<file path="config.mk">
export PLATFORM = sky130hd
export DESIGN_NAME = load_store_unit_flat
export DESIGN_NICKNAME = d
export VERILOG_FILES = /design/src/rtl/load_store_unit_if.sv /design/src/rtl/load_store_unit.sv /design/src/flat_wrapper.sv
export SDC_FILE = /design/constraint.sdc
export NUM_CORES = 1
export LEC_CHECK = 0
export ABC_AREA = 1
export CORE_ASPECT_RATIO = 2
export CORE_MARGIN = 3
export CORE_UTILIZATION = 45
export DETAILED_ROUTE_END_ITERATION = 6
export MAX_ROUTING_LAYER = met4
export PLACE_DENSITY = 0.8
export SLEW_MARGIN = 20
export SYNTH_ARGS = -nofsm -noshare
export SYNTH_HDL_FRONTEND = slang
export SYNTH_SLANG_ARGS = --single-unit
export TNS_END_PERCENT = 50
</file>
<file path="constraint.sdc">
create_clock -name clk -period 5.6 [get_ports clk]
set_input_delay 1.4 -clock clk [delete_from_list [all_inputs] [get_ports clk]]
set_output_delay 1.4 -clock clk [all_outputs]
set_load 0.02 [all_outputs]
</file>
<file path="src/rtl/load_store_unit_if.sv">
// load_store_unit_if
//   Bundles the CPU-side request/response signals and the byte-wide
//   data-memory bus of the load/store unit.
//   Modports:
//     slave  - the load/store unit itself. It takes the request fields and
//              mem_rd, and drives stall/done/rdata and mem_we/mem_addr/mem_wd.
//     master - the environment, meaning the CPU pipeline plus the data memory.
//              It is the mirror image of slave.
//   Signals:
//     req_valid, req_we, funct3, addr, wdata : request from the CPU
//     stall, done, rdata                     : response to the CPU
//     mem_we, mem_addr, mem_wd               : byte write/address to memory
//     mem_rd                                 : combinational read byte
interface load_store_unit_if #(
   parameter int ADDRESS_WIDTH = 8,
   parameter int XLEN          = 32
);
   logic                     req_valid;
   logic                     req_we;
   logic [2:0]               funct3;
   logic [XLEN-1:0]          addr;
   logic [XLEN-1:0]          wdata;
   logic                     stall;
   logic                     done;
   logic [XLEN-1:0]          rdata;
   logic                     mem_we;
   logic [ADDRESS_WIDTH-1:0] mem_addr;
   logic [7:0]               mem_wd;
   logic [7:0]               mem_rd;

   modport slave (
      input  req_valid, req_we, funct3, addr, wdata, mem_rd,
      output stall, done, rdata, mem_we, mem_addr, mem_wd
   );

   modport master (
      output req_valid, req_we, funct3, addr, wdata, mem_rd,
      input  stall, done, rdata, mem_we, mem_addr, mem_wd
   );
endinterface

</file>
<file path="src/rtl/load_store_unit.sv">
// load_store_unit
//   Sequences RISC-V loads and stores (LB/LH/LW/LBU/LHU/SB/SH/SW) onto a
//   byte-wide data memory, moving one byte per cycle in little-endian order.
//   The CPU stays stalled until the access is complete.
//   Timing of one access:
//     - accept cycle   : IDLE with req_valid set
//     - N byte cycles  : ACCESS, where N is 1, 2 or 4
//     - done cycle     : DONE
//   A load result is sign- or zero-extended. It is shown combinationally
//   during the done cycle and then held in a register.
//   Ports:
//     clk  - rising-edge clock
//     rst  - asynchronous active-high reset; every output reads 0 while it is high
//     bus  - load_store_unit_if.slave (CPU request/response and memory bus)
module load_store_unit #(
   parameter int ADDRESS_WIDTH = 8,
   parameter int XLEN          = 32
) (
   input  logic              clk,
   input  logic              rst,
   load_store_unit_if.slave  bus
);

   localparam logic [1:0] S_IDLE   = 2'd0;
   localparam logic [1:0] S_ACCESS = 2'd1;
   localparam logic [1:0] S_DONE   = 2'd2;

   logic [1:0]               state_q,  state_d;
   logic [1:0]               idx_q,    idx_d;
   logic [ADDRESS_WIDTH-1:0] base_q,   base_d;
   logic [XLEN-1:0]          wdata_q,  wdata_d;
   logic [2:0]               funct3_q, funct3_d;
   logic                     we_q,     we_d;
   logic [XLEN-1:0]          buf_q,    buf_d;
   logic [XLEN-1:0]          rdata_q,  rdata_d;

   logic [1:0]               last_idx;
   logic [XLEN-1:0]          load_ext;
   logic                     stall_c;
   logic                     done_c;
   logic                     mem_we_c;
   logic [ADDRESS_WIDTH-1:0] mem_addr_c;
   logic [7:0]               mem_wd_c;

   // Index of the final byte. Size 1x is a word, so funct3=011 counts as a word too.
   always_comb begin
      last_idx = 2'd0;
      if (funct3_q[1]) begin
         last_idx = 2'd3;
      end else if (funct3_q[0]) begin
         last_idx = 2'd1;
      end
   end

   // Extend the assembled load. funct3[2] selects zero extension.
   always_comb begin
      load_ext = buf_q;
      case (funct3_q[1:0])
         2'b00: load_ext = funct3_q[2] ? {{(XLEN-8){1'b0}}, buf_q[7:0]}
                                       : {{(XLEN-8){buf_q[7]}}, buf_q[7:0]};
         2'b01: load_ext = funct3_q[2] ? {{(XLEN-16){1'b0}}, buf_q[15:0]}
                                       : {{(XLEN-16){buf_q[15]}}, buf_q[15:0]};
         default: load_ext = buf_q;
      endcase
   end

   always_comb begin
      state_d    = state_q;
      idx_d      = idx_q;
      base_d     = base_q;
      wdata_d    = wdata_q;
      funct3_d   = funct3_q;
      we_d       = we_q;
      buf_d      = buf_q;
      rdata_d    = rdata_q;
      stall_c    = 1'b0;
      done_c     = 1'b0;
      mem_we_c   = 1'b0;
      mem_addr_c = '0;
      mem_wd_c   = 8'h00;
      case (state_q)
         S_IDLE: begin
            stall_c = bus.req_valid;
            if (bus.req_valid) begin
               base_d   = bus.addr[ADDRESS_WIDTH-1:0];
               wdata_d  = bus.wdata;
               funct3_d = bus.funct3;
               we_d     = bus.req_we;
               idx_d    = 2'd0;
               state_d  = S_ACCESS;
            end
         end
         S_ACCESS: begin
            stall_c = 1'b1;
            // The address adder is ADDRESS_WIDTH wide, so a crossing of the
            // top of memory wraps to address 0.
            mem_addr_c = base_q + ADDRESS_WIDTH'(idx_q);
            if (we_q) begin
               mem_we_c = 1'b1;
               mem_wd_c = wdata_q[{idx_q, 3'b000} +: 8];
            end else begin
               buf_d[{idx_q, 3'b000} +: 8] = bus.mem_rd;
            end
            idx_d = idx_q + 2'd1;
            if (idx_q == last_idx) begin
               state_d = S_DONE;
            end
         end
         S_DONE: begin
            done_c = 1'b1;
            if (!we_q) begin
               rdata_d = load_ext;
            end
            state_d = S_IDLE;
         end
         default: begin
            state_d = S_IDLE;
         end
      endcase
   end

   always_ff @(posedge clk or posedge rst) begin
      if (rst) begin
         state_q  <= S_IDLE;
         idx_q    <= 2'd0;
         base_q   <= '0;
         wdata_q  <= '0;
         funct3_q <= 3'b000;
         we_q     <= 1'b0;
         buf_q    <= '0;
         rdata_q  <= '0;
      end else begin
         state_q  <= state_d;
         idx_q    <= idx_d;
         base_q   <= base_d;
         wdata_q  <= wdata_d;
         funct3_q <= funct3_d;
         we_q     <= we_d;
         buf_q    <= buf_d;
         rdata_q  <= rdata_d;
      end
   end

   // Only the IDLE stall follows a live input. Gate it so that stall also
   // reads 0 during reset.
   assign bus.stall    = stall_c & ~rst;
   assign bus.done     = done_c;
   assign bus.mem_we   = mem_we_c;
   assign bus.mem_addr = mem_addr_c;
   assign bus.mem_wd   = mem_wd_c;
   // rdata_d already holds the freshly extended load during DONE, so the
   // writeback stage sees the result in the same cycle as done.
   assign bus.rdata    = rdata_d;

endmodule
</file>
<file path="src/flat_wrapper.sv">
// flat-port wrapper written by rule: the top's interface ports become plain ports
module load_store_unit_flat 
#(
   parameter int ADDRESS_WIDTH = 8,
   parameter int XLEN          = 32
)
  (clk, rst, bus_req_valid, bus_req_we, bus_funct3, bus_addr, bus_wdata, bus_mem_rd, bus_stall, bus_done, bus_rdata, bus_mem_we, bus_mem_addr, bus_mem_wd);
  load_store_unit_if #(.ADDRESS_WIDTH(ADDRESS_WIDTH), .XLEN(XLEN)) bus_i ();
  input  logic clk;
  input  logic rst;
  input wire logic [$bits(bus_i.req_valid)-1:0] bus_req_valid;
  input wire logic [$bits(bus_i.req_we)-1:0] bus_req_we;
  input wire logic [$bits(bus_i.funct3)-1:0] bus_funct3;
  input wire logic [$bits(bus_i.addr)-1:0] bus_addr;
  input wire logic [$bits(bus_i.wdata)-1:0] bus_wdata;
  input wire logic [$bits(bus_i.mem_rd)-1:0] bus_mem_rd;
  output wire logic [$bits(bus_i.stall)-1:0] bus_stall;
  output wire logic [$bits(bus_i.done)-1:0] bus_done;
  output wire logic [$bits(bus_i.rdata)-1:0] bus_rdata;
  output wire logic [$bits(bus_i.mem_we)-1:0] bus_mem_we;
  output wire logic [$bits(bus_i.mem_addr)-1:0] bus_mem_addr;
  output wire logic [$bits(bus_i.mem_wd)-1:0] bus_mem_wd;
  assign bus_i.req_valid = bus_req_valid;
  assign bus_i.req_we = bus_req_we;
  assign bus_i.funct3 = bus_funct3;
  assign bus_i.addr = bus_addr;
  assign bus_i.wdata = bus_wdata;
  assign bus_i.mem_rd = bus_mem_rd;
  assign bus_stall = bus_i.stall;
  assign bus_done = bus_i.done;
  assign bus_rdata = bus_i.rdata;
  assign bus_mem_we = bus_i.mem_we;
  assign bus_mem_addr = bus_i.mem_addr;
  assign bus_mem_wd = bus_i.mem_wd;
  load_store_unit #(.ADDRESS_WIDTH(ADDRESS_WIDTH), .XLEN(XLEN)) u_core (.clk(clk), .rst(rst), .bus(bus_i));
endmodule
</file>
=== Yosys cells after proc, flatten, opt, wreduce, memory -nomap -nowiden ===
Cells that the tools add are included.

* Bits in registers: 112
* Bits of input ports: 79
* Output and inout bits: 51
* Word-level logic and storage cells: 50

* Add/subtract/negate cells: 3
* Equality and inequality tests: 6
* Shifts and indexed selects: 3
* Multiplexer cells: 20
* Bitwise operators: 3
* Reductions and logical operators: 7

{| class="wikitable"
|+ Operators with widths
! kind !! count
|-
| $mux 32 || 4
|-
| $pmux 32 s2 || 1
|-
| $bwmux 32 || 1
|-
| $shift 8x7->32 const A || 1
|-
| $shiftx 32x6->8 || 1
|-
| $shiftx 8x7->32 || 1
|-
| $mux 8 || 3
|-
| $add 8x2->8 || 1
|-
| $mux 2 || 4
|-
| $pmux 2 s2 || 2
|-
| $reduce_and 2->1 || 4
|-
| $neg 5->7 || 1
|-
| $eq 2x1->1 const B || 2
|-
| $logic_not 2->1 || 2
|-
| $mux 1 || 4
|-
| $add 2x1->2 const B || 1
|-
| $eq 2x2->1 || 1
|-
| $eq 2x2->1 const B || 1
|-
| $ne 2x1->1 const B || 1
|-
| $ne 2x2->1 const B || 1
|-
| $not 1->1 || 2
|-
| $pmux 1 s2 || 1
|-
| $reduce_bool 2->1 || 1
|-
| $and 1x1->1 || 1
|}

=== Longest topological paths before layout ===
Gate-level depths: netlist of the first run.

* Depth after elaboration: 5
* Mapped depth: 9
* Depth with buffers taken out: 7

=== Worst setup path after synthesis of the first run ===
Ideal clock, no wire load.

* Path kind: input-to-output
* From: input port bus_req_valid
* To: output port bus_stall
* Data arrival time: 1.865 ns
* Required time: 4.200 ns
* Setup slack: 2.335 ns
* Stages on the path: 2
* Buffers on the path: 0
* Cells stage by stage: nand2_1 a21oi_1

* Cells in the longest elaborated chain, start to end: 2

{| class="wikitable"
|+ Ends and longest elaborated chain
! item !! line !! text
|-
| from (decl) || flat_wrapper.sv:11 || <nowiki>input wire logic [$bits(bus_i.req_valid)-1:0] bus_req_valid;</nowiki>
|-
| $pmux 1 s2 || load_store_unit.sv:81 || <nowiki>case (state_q)</nowiki>
|-
| $and 1x1->1 || load_store_unit.sv:146 || <nowiki>assign bus.stall = stall_c & ~rst;</nowiki>
|-
| to (decl) || flat_wrapper.sv:17 || <nowiki>output wire logic [$bits(bus_i.stall)-1:0] bus_stall;</nowiki>
|}

No other way between the ends.

=== Worst setup path after layout of the first run ===
* From: register u_core.idx_q[0]
* To: output port bus_mem_addr[6]

* Cells in the longest elaborated chain, start to end: 2

{| class="wikitable"
|+ Ends and longest elaborated chain
! item !! line !! text
|-
| from (decl) || load_store_unit.sv:29 || <nowiki>logic [1:0] idx_q, idx_d;</nowiki>
|-
| from (signal assigned) || load_store_unit.sv:134 || <nowiki>idx_q <= idx_d;</nowiki>
|-
| $add 8x2->8 || load_store_unit.sv:97 || <nowiki>mem_addr_c = base_q + ADDRESS_WIDTH'(idx_q);</nowiki>
|-
| $mux 8 || load_store_unit.sv:81 ||
|-
| to (decl) || flat_wrapper.sv:21 || <nowiki>output wire logic [$bits(bus_i.mem_addr)-1:0] bus_mem_addr;</nowiki>
|}

No other way between the ends.

==> results.sh, run 1 <==
export IMPL_wl_microns=12430
export IMPL_dr_pass1_iters=4
export IMPL_mappedNetlistArea_sq_um=5470
export IMPL_fin_crit_sh_pct=76.23
export IMPL_post_route_util_pct=58.08
export IMPL_drive_gt1_share_pct=5.576
export IMPL_place_congestion=0.8130
export IMPL_setup_violations=0
export IMPL_synthCells=711
export IMPL_p_per_area_nw_per_um2=565.7
export IMPL_status="complete, no violations"
export IMPL_startpoint_type="flop"
export IMPL_vias_per_cell=4.799
export IMPL_fin_skew_ns=0.006432
export IMPL_p_leak_nw=3.459
export IMPL_via_count=4569
export IMPL_path_clk_slew_ns=0.07
export IMPL_worstSetupEndpointType="output pin"
export IMPL_core_sq_um=11840
export IMPL_ys_warn_count=0
export IMPL_cts_sinks=112
export IMPL_synth_nets=798
export IMPL_synth_area_per_cell_sq_um=7.694
export IMPL_ys_seq_elements=112
export IMPL_ys_types=25
export IMPL_numPortBuffers=105
export IMPL_die_h_microns=161.9
export IMPL_first_iter_violations=268
export IMPL_required_ns=4.20
export IMPL_drv_cap=0
export IMPL_cts_tree="yes"
export IMPL_grt_usage_pct=19.91
export IMPL_area_sequential_sq_um=2804
export IMPL_slew_headroom_pct=49.08
export IMPL_num_antenna_cells=0
export IMPL_final_cell_mix="nand2_1 (285), dfrtp_1 (111), clkdlybuf4s50_1 (105)"
export IMPL_dpl_instance_area_sq_um=6569
export IMPL_drc=0
export IMPL_hold_buffers=0
export IMPL_multi_input_comb_area_sq_um=2130
export IMPL_rsz0062_at_grt="false"
export IMPL_dp_hpwl_microns=9168
export IMPL_hp_class="reg2reg"
export IMPL_top_level_ports=130
export IMPL_fin_nets=889
export IMPL_worst_slew_pin_slew_ns=0.7638
export IMPL_critical_path_class="reg2out"
export IMPL_crit_fanout=34
export IMPL_root_buffer="clkbuf_16"
export IMPL_grt_max_degree=88
export IMPL_cts_setup_buffers=0
export IMPL_postCtsResizedCells=0
export IMPL_rows=56
export IMPL_layout_min_cycle_time_ns=4.269
export IMPL_fillers=1061
export IMPL_tns_ns=0
export IMPL_report_final_slew_viol_count=0
export IMPL_fin_area_sq_um=6878
export IMPL_cts_max_level=3
export IMPL_antenna_found_initial=0
export IMPL_final_common_cell="nand2_1"
export IMPL_area_delta_synth_final_pct=25.73
export IMPL_dieArea_sq_um=13590
export IMPL_grt_pass1_vias=4600
export IMPL_clock_latency_ns=0.35
export IMPL_grt_remaining_overflow=0
export IMPL_final_antenna_net_count=0
export IMPL_clock_path_buffers=2
export IMPL_die_x_microns=83.96
export IMPL_crit_arrival_ns=2.87
export IMPL_fmax_mhz=234.3
export IMPL_cts_buffers=9
export IMPL_start_util_pct=46.20
export IMPL_vdd_ir_drop_max_mv=0.2634
export IMPL_finalHoldViolCount=0
export IMPL_drt_wirelength_per_cell_microns=13.06
export IMPL_synth_seq_area_share_pct=51.24
export IMPL_grt_pass1_wl_microns=21270
state kept, by name, summed over array words and instances, names as in the netlist:
register	flops
u_core.base_q	8
u_core.buf_q	32
u_core.funct3_q	3
u_core.idx_q	2
u_core.rdata_q	32
u_core.state_q	2
u_core.wdata_q	32
u_core.we_q	1
area by class of cell:
| class | count | area share, % |
|---|---|---|
| Clock buffer | 11 | 3.529 |
| Tap cell | 145 | 2.638 |
| Inverter | 101 | 5.585 |
| Sequential cell | 112 | 40.77 |
| Clock inverter | 5 | 0.9096 |
| Timing Repair Buffer | 108 | 15.61 |
| Multi-Input combinational cell | 470 | 30.96 |
final timing paths:
kind / to / slack [ns] / startpoint / depth (start not counted)
worst min-delay path: u_core.wdata_q[31]$_DFFE_PP0P_ / 0.47 / u_core.wdata_q[31]$_DFFE_PP0P_ / 2
min in group asynchronous: u_core.wdata_q[31]$_DFFE_PP0P_ / 1.61 / rst / 2
worst max-delay path: bus_mem_addr[6] / 1.33 / u_core.idx_q[0]$_DFFE_PP0P_ / 7
max in group asynchronous: u_core.rdata_q[23]$_DFF_PP0_ / 3.14 / rst / 3
worst min register to register: u_core.wdata_q[31]$_DFFE_PP0P_ / 0.47 / u_core.wdata_q[31]$_DFFE_PP0P_ / 2
worst max register to register: u_core.buf_q[17]$_DFFE_PP0P_ / 2.80 / u_core.idx_q[0]$_DFFE_PP0P_ / 6
kinds of logic after synthesis:
logic type	count (synthesis)	synth area share, %
flops	112	51.24
simple gates	374	27.81
compound gates	87	8.989
fa+ha+maj	8	1.967
xor+xnor	1	0.1601
buf+inv	129	9.835
stage by stage:
step	cells	hold WS (ns)	setup slack, ns	power [W]
after floorplan	711	0.4366	1.241	0.002607
after global placement	936	0.4516	1.407	0.003216
after detailed placement	936	0.4552	1.373	0.003268
after CTS	952	0.4732	0.9986	0.003935
after global routing	952	0.4891	1.120	0.004217
final	952	0.4687	1.331	0.003891
synthesized netlist by cell type, drive strengths merged:
library cell	number	area, sq um
o211ai	7	52.55
o21ai	66	367.8
nand3	21	105.1
inv	100	375.4
nand2	292	1139
a21oi	13	65.06
o22ai	1	6.260
clkinv	1	3.750
buf	23	140.1
dfrtp	112	2803
fa	1	20.02
ha	7	87.58
nor2	58	241.5
nor3	3	36.29
xnor2	1	8.760
clkbuf	5	18.77
layer usage:
layer | wire length [microns] | track usage, % | up-vias
li1 | - | - | 2328
met5 | 0 | - | -
met4 | 257 | 6.662 | 0
met3 | 397 | 2.792 | 17
met1 | 4733 | 21.83 | 2117
met2 | 7042 | 36.58 | 107
worst max-delay path: stages (launching register included):
cell	delay [ns]
dfrtp_2	0.77
ha_1	0.33
fa_1	0.22
nand2_1	0.08
nor2_1	0.22
a21oi_1	0.10
nor2_1	0.18
clkdlybuf4s50_1	0.63
report_power, final:
group / internal, W / leakage (nW) / switching [W]
registers: 0.00118 / 1.40 / 0.000236
logic: 0.000722 / 1.92 / 0.00110
clock network: 0.000363 / 0.143 / 0.000293
total: 0.00226 / 3.46 / 0.00163
Note: power is estimated with default switching activity, not from simulation.
==> inputs of run 2 (changes only) <==
- clock period: 5.6 -> 4 ns (I/O delays scaled with it)
==> run 2 against run 1 <==
Flip-flop and latch count did not move. Sequential power rose by 35%. Clock power rose by 41%. Non-clock buffer count rose by 3. Setup slack got worse by 1.1 ns. Via count fell by 2.0%. Cell count rose by 0.21%. Clock-buffer cell count fell by 2. Clock skew rose by 0.0050 ns. Cell area rose by 0.40%. Critical endpoint is now bus_rdata[30]. Die area did not move. Sequential share of layout area fell by 0.18 points.
==> results.sh, run 2 (synthesis gave the netlist of run 1 again) <==
export IMPL_status="complete, no violations"
export IMPL_dr_pass1_iters=4
export IMPL_clock_latency_ns=0.36
export IMPL_p_per_area_nw_per_um2=790.4
export IMPL_tns_ns=0
export IMPL_cts_sinks=112
export IMPL_die_x_microns=83.96
export IMPL_final_common_cell="nand2_1"
export IMPL_cp_slowest_cell="clkdlybuf4s50_1"
export IMPL_report_final_slew_viol_count=0
export IMPL_top_level_ports=130
export IMPL_fin_hold_ws_ns=0.4721
export IMPL_slew_headroom_pct=48.93
export IMPL_place_congestion=0.8105
export IMPL_crit_chain="nor3_4, inv_2, nand2_1, inv_1, nor2_1, clkdlybuf4s50_1"
export IMPL_numPortBuffers=105
export IMPL_clock_path_buffers=2
export IMPL_met3WireLength_microns=324
export IMPL_wl_met1_microns=4739
export IMPL_final_antenna_net_count=0
export IMPL_drive_gt1_share_pct=5.810
export IMPL_required_ns=3.00
export IMPL_crit_arrival_ns=2.77
export IMPL_via_count=4478
export IMPL_root_buffer="clkbuf_16"
export IMPL_crit_buf_inv=3
export IMPL_drt_wirelength_per_cell_microns=13.00
export IMPL_fin_skew_ns=0.01146
export IMPL_crit_family="buffers and inverters"
export IMPL_vdd_ir_drop_max_mv=0.3881
export IMPL_crit_fanout=33
export IMPL_layout_min_cycle_time_ns=3.774
export IMPL_vias_per_cell=4.694
export IMPL_wl_microns=12400
export IMPL_rsz0062_at_grt="false"
export IMPL_first_iter_violations=225
export IMPL_grt_remaining_overflow=0
export IMPL_slowest_delay_ns=0.64
export IMPL_fillers=1087
export IMPL_cts_tree="yes"
export IMPL_area_delta_synth_final_pct=26.24
export IMPL_grt_max_degree=64
export IMPL_postCtsResizedCells=0
export IMPL_drc=0
export IMPL_critical_path_class="reg2out"
export IMPL_worst_slew_pin_slew_ns=0.7660
export IMPL_setup_violations=0
export IMPL_fin_crit_sh_pct=94.35
export IMPL_start_util_pct=46.20
export IMPL_reg_top3="u_core.buf_q (32), u_core.rdata_q (32), u_core.wdata_q (32)"
export IMPL_antenna_found_initial=0
export IMPL_finalHoldViolCount=0
export IMPL_die_h_microns=161.9
export IMPL_num_antenna_cells=0
export IMPL_dp_hpwl_microns=9211
export IMPL_startpoint_type="flop"
export IMPL_top_layer_used="met4"
export IMPL_worstSetupEndpointType="output pin"
export IMPL_cts_max_level=3
export IMPL_hold_buffers=0
export IMPL_hp_class="reg2reg"
export IMPL_final_cell_mix="nand2_1 (285), dfrtp_1 (112), clkdlybuf4s50_1 (105)"
export IMPL_rows=56
export IMPL_p_leak_nw=3.485
export IMPL_cts_setup_buffers=0
export IMPL_fmax_mhz=265.0
export IMPL_fin_nets=892
export IMPL_cts_buffers=9
export IMPL_dieArea_sq_um=13590
export IMPL_grt_usage_pct=19.89
export IMPL_grt_pass1_wl_microns=20830
export IMPL_core_sq_um=11840
export IMPL_grt_pass1_vias=4410
export IMPL_dr_wl_met2_microns=6909
export IMPL_path_clk_slew_ns=0.07
export IMPL_rrSetupSlack_ns=1.33
export IMPL_drv_cap=0
[run 2: changes by cell type in the layout (fill, tap and decap cells not counted), sizes merged]
cell / before / now
buf: 3 / 6
clkbuf: 11 / 9
clkinv: 1 / 2
clkinvlp: 2 / 0
inv: 102 / 104
[run 2: where the power goes]
part           switching [W]  internal, W  total, W
logic                0.00160      0.00102   0.00263
registers           0.000260      0.00165   0.00191
clock network       0.000427     0.000495  0.000922
[run 2: path summary, 6_finish.rpt]
kind | startpoint | end | cells after the start
max | u_core.we_q$_DFFE_PP0P_ | bus_rdata[30] | 6
max reg2reg | u_core.idx_q[0]$_DFFE_PP0P_ | u_core.buf_q[21]$_DFFE_PP0P_ | 7
min in group asynchronous | rst | u_core.base_q[7]$_DFFE_PP0P_ | 2
min | u_core.wdata_q[31]$_DFFE_PP0P_ | u_core.wdata_q[31]$_DFFE_PP0P_ | 2
max in group asynchronous | rst | u_core.rdata_q[28]$_DFF_PP0_ | 3
min reg2reg | u_core.wdata_q[31]$_DFFE_PP0P_ | u_core.wdata_q[31]$_DFFE_PP0P_ | 2
[run 2: metal layers]
layer | vias up | global-route usage, %
met1 | 2018 | 21.03
met3 | 29 | 2.843
met4 | 0 | 8.858
met5 | - | -
met2 | 91 | 36.29
li1 | 2340 | -
[run 2: layout make-up]
type                    instances  area [sq um]  area share [%]
clock inverters                 6         76.32           1.105
repair buffers                111          1109           16.05
inverters                     101         381.6           5.526
flip-flops and latches        112          2803           40.59
multi-input cells             470          2130           30.84
clock buffers                   9         225.2           3.261
well taps                     145         181.4           2.627
[run 2: through the flow]
| step | util [%] | power [W] | setup slack (ns) | instance area, sq um | instances |
|---|---|---|---|---|---|
| 5_1_grt | 58.32 | 0.005910 | 0.01171 | 6905 | 954 |
| 4_1_cts | 58.32 | 0.005531 | 0.2026 | 6905 | 954 |
| 6_report | 58.32 | 0.005458 | 0.2258 | 6905 | 954 |
| 2_1_floorplan | - | 0.003649 | 0.04100 | 5470 | 711 |
| 3_5_place_dp | 55.77 | 0.004588 | 0.5976 | 6604 | 939 |
| 3_3_place_gp | 55.77 | 0.004522 | 0.5770 | 6604 | 939 |
[run 2: worst min-delay path, cell delays in order, from the launching register on]
cell and delay, ns:
dfrtp_1 0.35, nand2_1 0.05, nand2_1 0.04
==> inputs of run 3 (changes only) <==
- PLACE_DENSITY: 0.8 -> 0.82
==> run 3 against run 2 <==
Register-to-register slack gained 0.02 ns. Clock-buffer cell count is the same. Setup slack gained 0.24 ns. Critical path depth is the same. Maximum frequency grew 6.7%. Clock skew shrank 0.0033 ns. Sequential power is essentially flat. Largest cell class unchanged.
==> results.sh, run 3 (synthesis gave the netlist of run 1 again) <==
export IMPL_worstSetupEndpointType="output pin"
export IMPL_final_antenna_net_count=0
export IMPL_final_common_cell="nand2_1"
export IMPL_grt_max_degree=66
export IMPL_drive_gt1_share_pct=5.926
export IMPL_start_util_pct=46.20
export IMPL_critPathMostFrequentCell="nor2_1"
export IMPL_numPortBuffers=105
export IMPL_setup_slack_ns=0.4636
export IMPL_clock_path_buffers=2
export IMPL_critical_path_class="reg2out"
export IMPL_crit_family="flip-flops"
export IMPL_antenna_found_initial=0
export IMPL_postCtsResizedCells=0
export IMPL_p_per_area_nw_per_um2=787.6
export IMPL_startpoint_type="flop"
export IMPL_cts_tree="yes"
export IMPL_finalHoldViolCount=0
export IMPL_path_clk_slew_ns=0.07
export IMPL_status="complete, no violations"
export IMPL_r2r_end="u_core.buf_q[19]$_DFFE_PP0P_"
export IMPL_rsz0062_at_grt="false"
export IMPL_p_total_w=0.005423
export IMPL_crit_buf_inv=1
export IMPL_via_count=4597
export IMPL_fin_skew_ns=0.008157
export IMPL_tns_ns=0
export IMPL_report_final_slew_viol_count=0
export IMPL_place_ws_ns=0.6048
export IMPL_top_level_ports=130
export IMPL_layout_min_cycle_time_ns=3.536
export IMPL_wl_microns=12810
export IMPL_fin_crit_sh_pct=88.41
export IMPL_grt_pass1_wl_microns=21400
export IMPL_place_congestion=0.8545
export IMPL_cts_buffers=9
export IMPL_rr_worst_depth=6
export IMPL_worst_slew_pin_slew_ns=0.8072
export IMPL_setup_violations=0
export IMPL_crit_fanout=13
export IMPL_core_sq_um=11840
export IMPL_grt_remaining_overflow=0
export IMPL_cts_max_level=3
export IMPL_fmax_mhz=282.8
export IMPL_required_ns=3.00
export IMPL_vias_per_cell=4.814
export IMPL_crit_chain="fa_1, nand2_1, nor2_1, a21oi_1, nor2_1, clkdlybuf4s50_1"
export IMPL_final_cell_mix="nand2_1 (285), dfrtp_1 (112), clkdlybuf4s50_1 (105)"
export IMPL_first_iter_violations=231
export IMPL_cts_setup_buffers=0
export IMPL_area_delta_synth_final_pct=25.87
export IMPL_drc=0
export IMPL_die_h_microns=161.9
export IMPL_worstHoldPathCells=2
export IMPL_reg_top3="u_core.buf_q (32), u_core.rdata_q (32), u_core.wdata_q (32)"
export IMPL_cts_sinks=112
export IMPL_fin_nets=892
export IMPL_crit_arrival_ns=2.54
export IMPL_hold_buffers=0
export IMPL_drt_wirelength_per_cell_microns=13.41
export IMPL_min_from="u_core.wdata_q[23]$_DFFE_PP0P_"
export IMPL_dr_pass1_iters=5
export IMPL_r2r_start="u_core.idx_q[1]$_DFFE_PP0P_"
export IMPL_grt_usage_pct=20.16
export IMPL_num_antenna_cells=0
export IMPL_drv_cap=0
export IMPL_dieArea_sq_um=13590
export IMPL_hp_class="reg2reg"
export IMPL_dp_hpwl_microns=9494
export IMPL_die_x_microns=83.96
export IMPL_grt_pass1_vias=4554
export IMPL_root_buffer="clkbuf_16"
export IMPL_rows=56
export IMPL_hold_path_end="u_core.wdata_q[23]$_DFFE_PP0P_"
export IMPL_post_route_util_pct=58.15
export IMPL_rrSetupSlack_ns=1.35
export IMPL_clock_latency_ns=0.35
export IMPL_p_leak_nw=3.467
export IMPL_vdd_ir_drop_max_mv=0.3771
export IMPL_slew_headroom_pct=46.18
export IMPL_slowest_delay_ns=0.68
export IMPL_cp_slowest_cell="dfrtp_1"
-- run 3: cell count changes in the layout (fill, tap and decap cells not counted), sizes merged --
cell / previous run / this run
clkinv: 2 / 3
bufinv: 1 / 0
inv: 104 / 102
clkinvlp: 0 / 3
-- run 3: layer usage --
| layer | share of wire (%) | GRT usage [%] |
|---|---|---|
| met1 | 37 | 21.37 |
| met5 | 0 | - |
| met4 | 2.9 | 8.638 |
| met3 | 3.0 | 1.726 |
| met2 | 57 | 37.71 |
-- run 3: final cells by class --
cell class | instances | area, sq um
flip-flops and latches | 112 | 2803
fillers | 1060 | 4956
inverters | 101 | 381.6
well taps | 145 | 181.4
clock buffers | 9 | 225.2
repair buffers | 111 | 1109
multi-input cells | 470 | 2130
clock inverters | 7 | 56.30
-- run 3: how the worst max path moves through the flow --
stage | depth (start not counted) | start | slack, ns | end
6_report | 6 | u_core.idx_q[1]$_DFFE_PP0P_ | 0.46 | bus_mem_addr[6]
5_1_grt | 5 | u_core.idx_q[1]$_DFFE_PP0P_ | 0.32 | bus_mem_wd[7]
3_3_place_gp | 4 | bus_req_valid | 0.64 | bus_stall
4_1_cts | 6 | u_core.idx_q[1]$_DFFE_PP0P_ | 0.40 | bus_mem_addr[6]
3_5_place_dp | 4 | bus_req_valid | 0.60 | bus_stall
2_1_floorplan | 1 | rst | 0.04 | u_core.base_q[0]$_DFFE_PP0P_
-- run 3: worst reg2reg max path: cells and delay by family (launching register included) --
| family | cells | cell delay [ns] |
|---|---|---|
| fa+ha+maj | 1 | 0.58 |
| simple gates | 2 | 0.55 |
| buf+inv | 2 | 0.61 |
| compound gates | 1 | 0.16 |
| flops | 1 | 0.68 |
-- run 3: metrics by stage --
step	hold WS, ns	cell area, sq um	instances
2_1_floorplan	0.4366	5470	711
3_3_place_gp	0.4513	6604	939
3_5_place_dp	0.4555	6604	939
4_1_cts	0.4768	6885	955
5_1_grt	0.4961	6885	955
6_report	0.4739	6885	955
-- run 3: power by group --
group	leakage [nW]	switching [W]	internal, W
sequential	1.40	0.000261	0.00165
combinational	1.94	0.00163	0.00103
clock	0.130	0.000431	0.000429
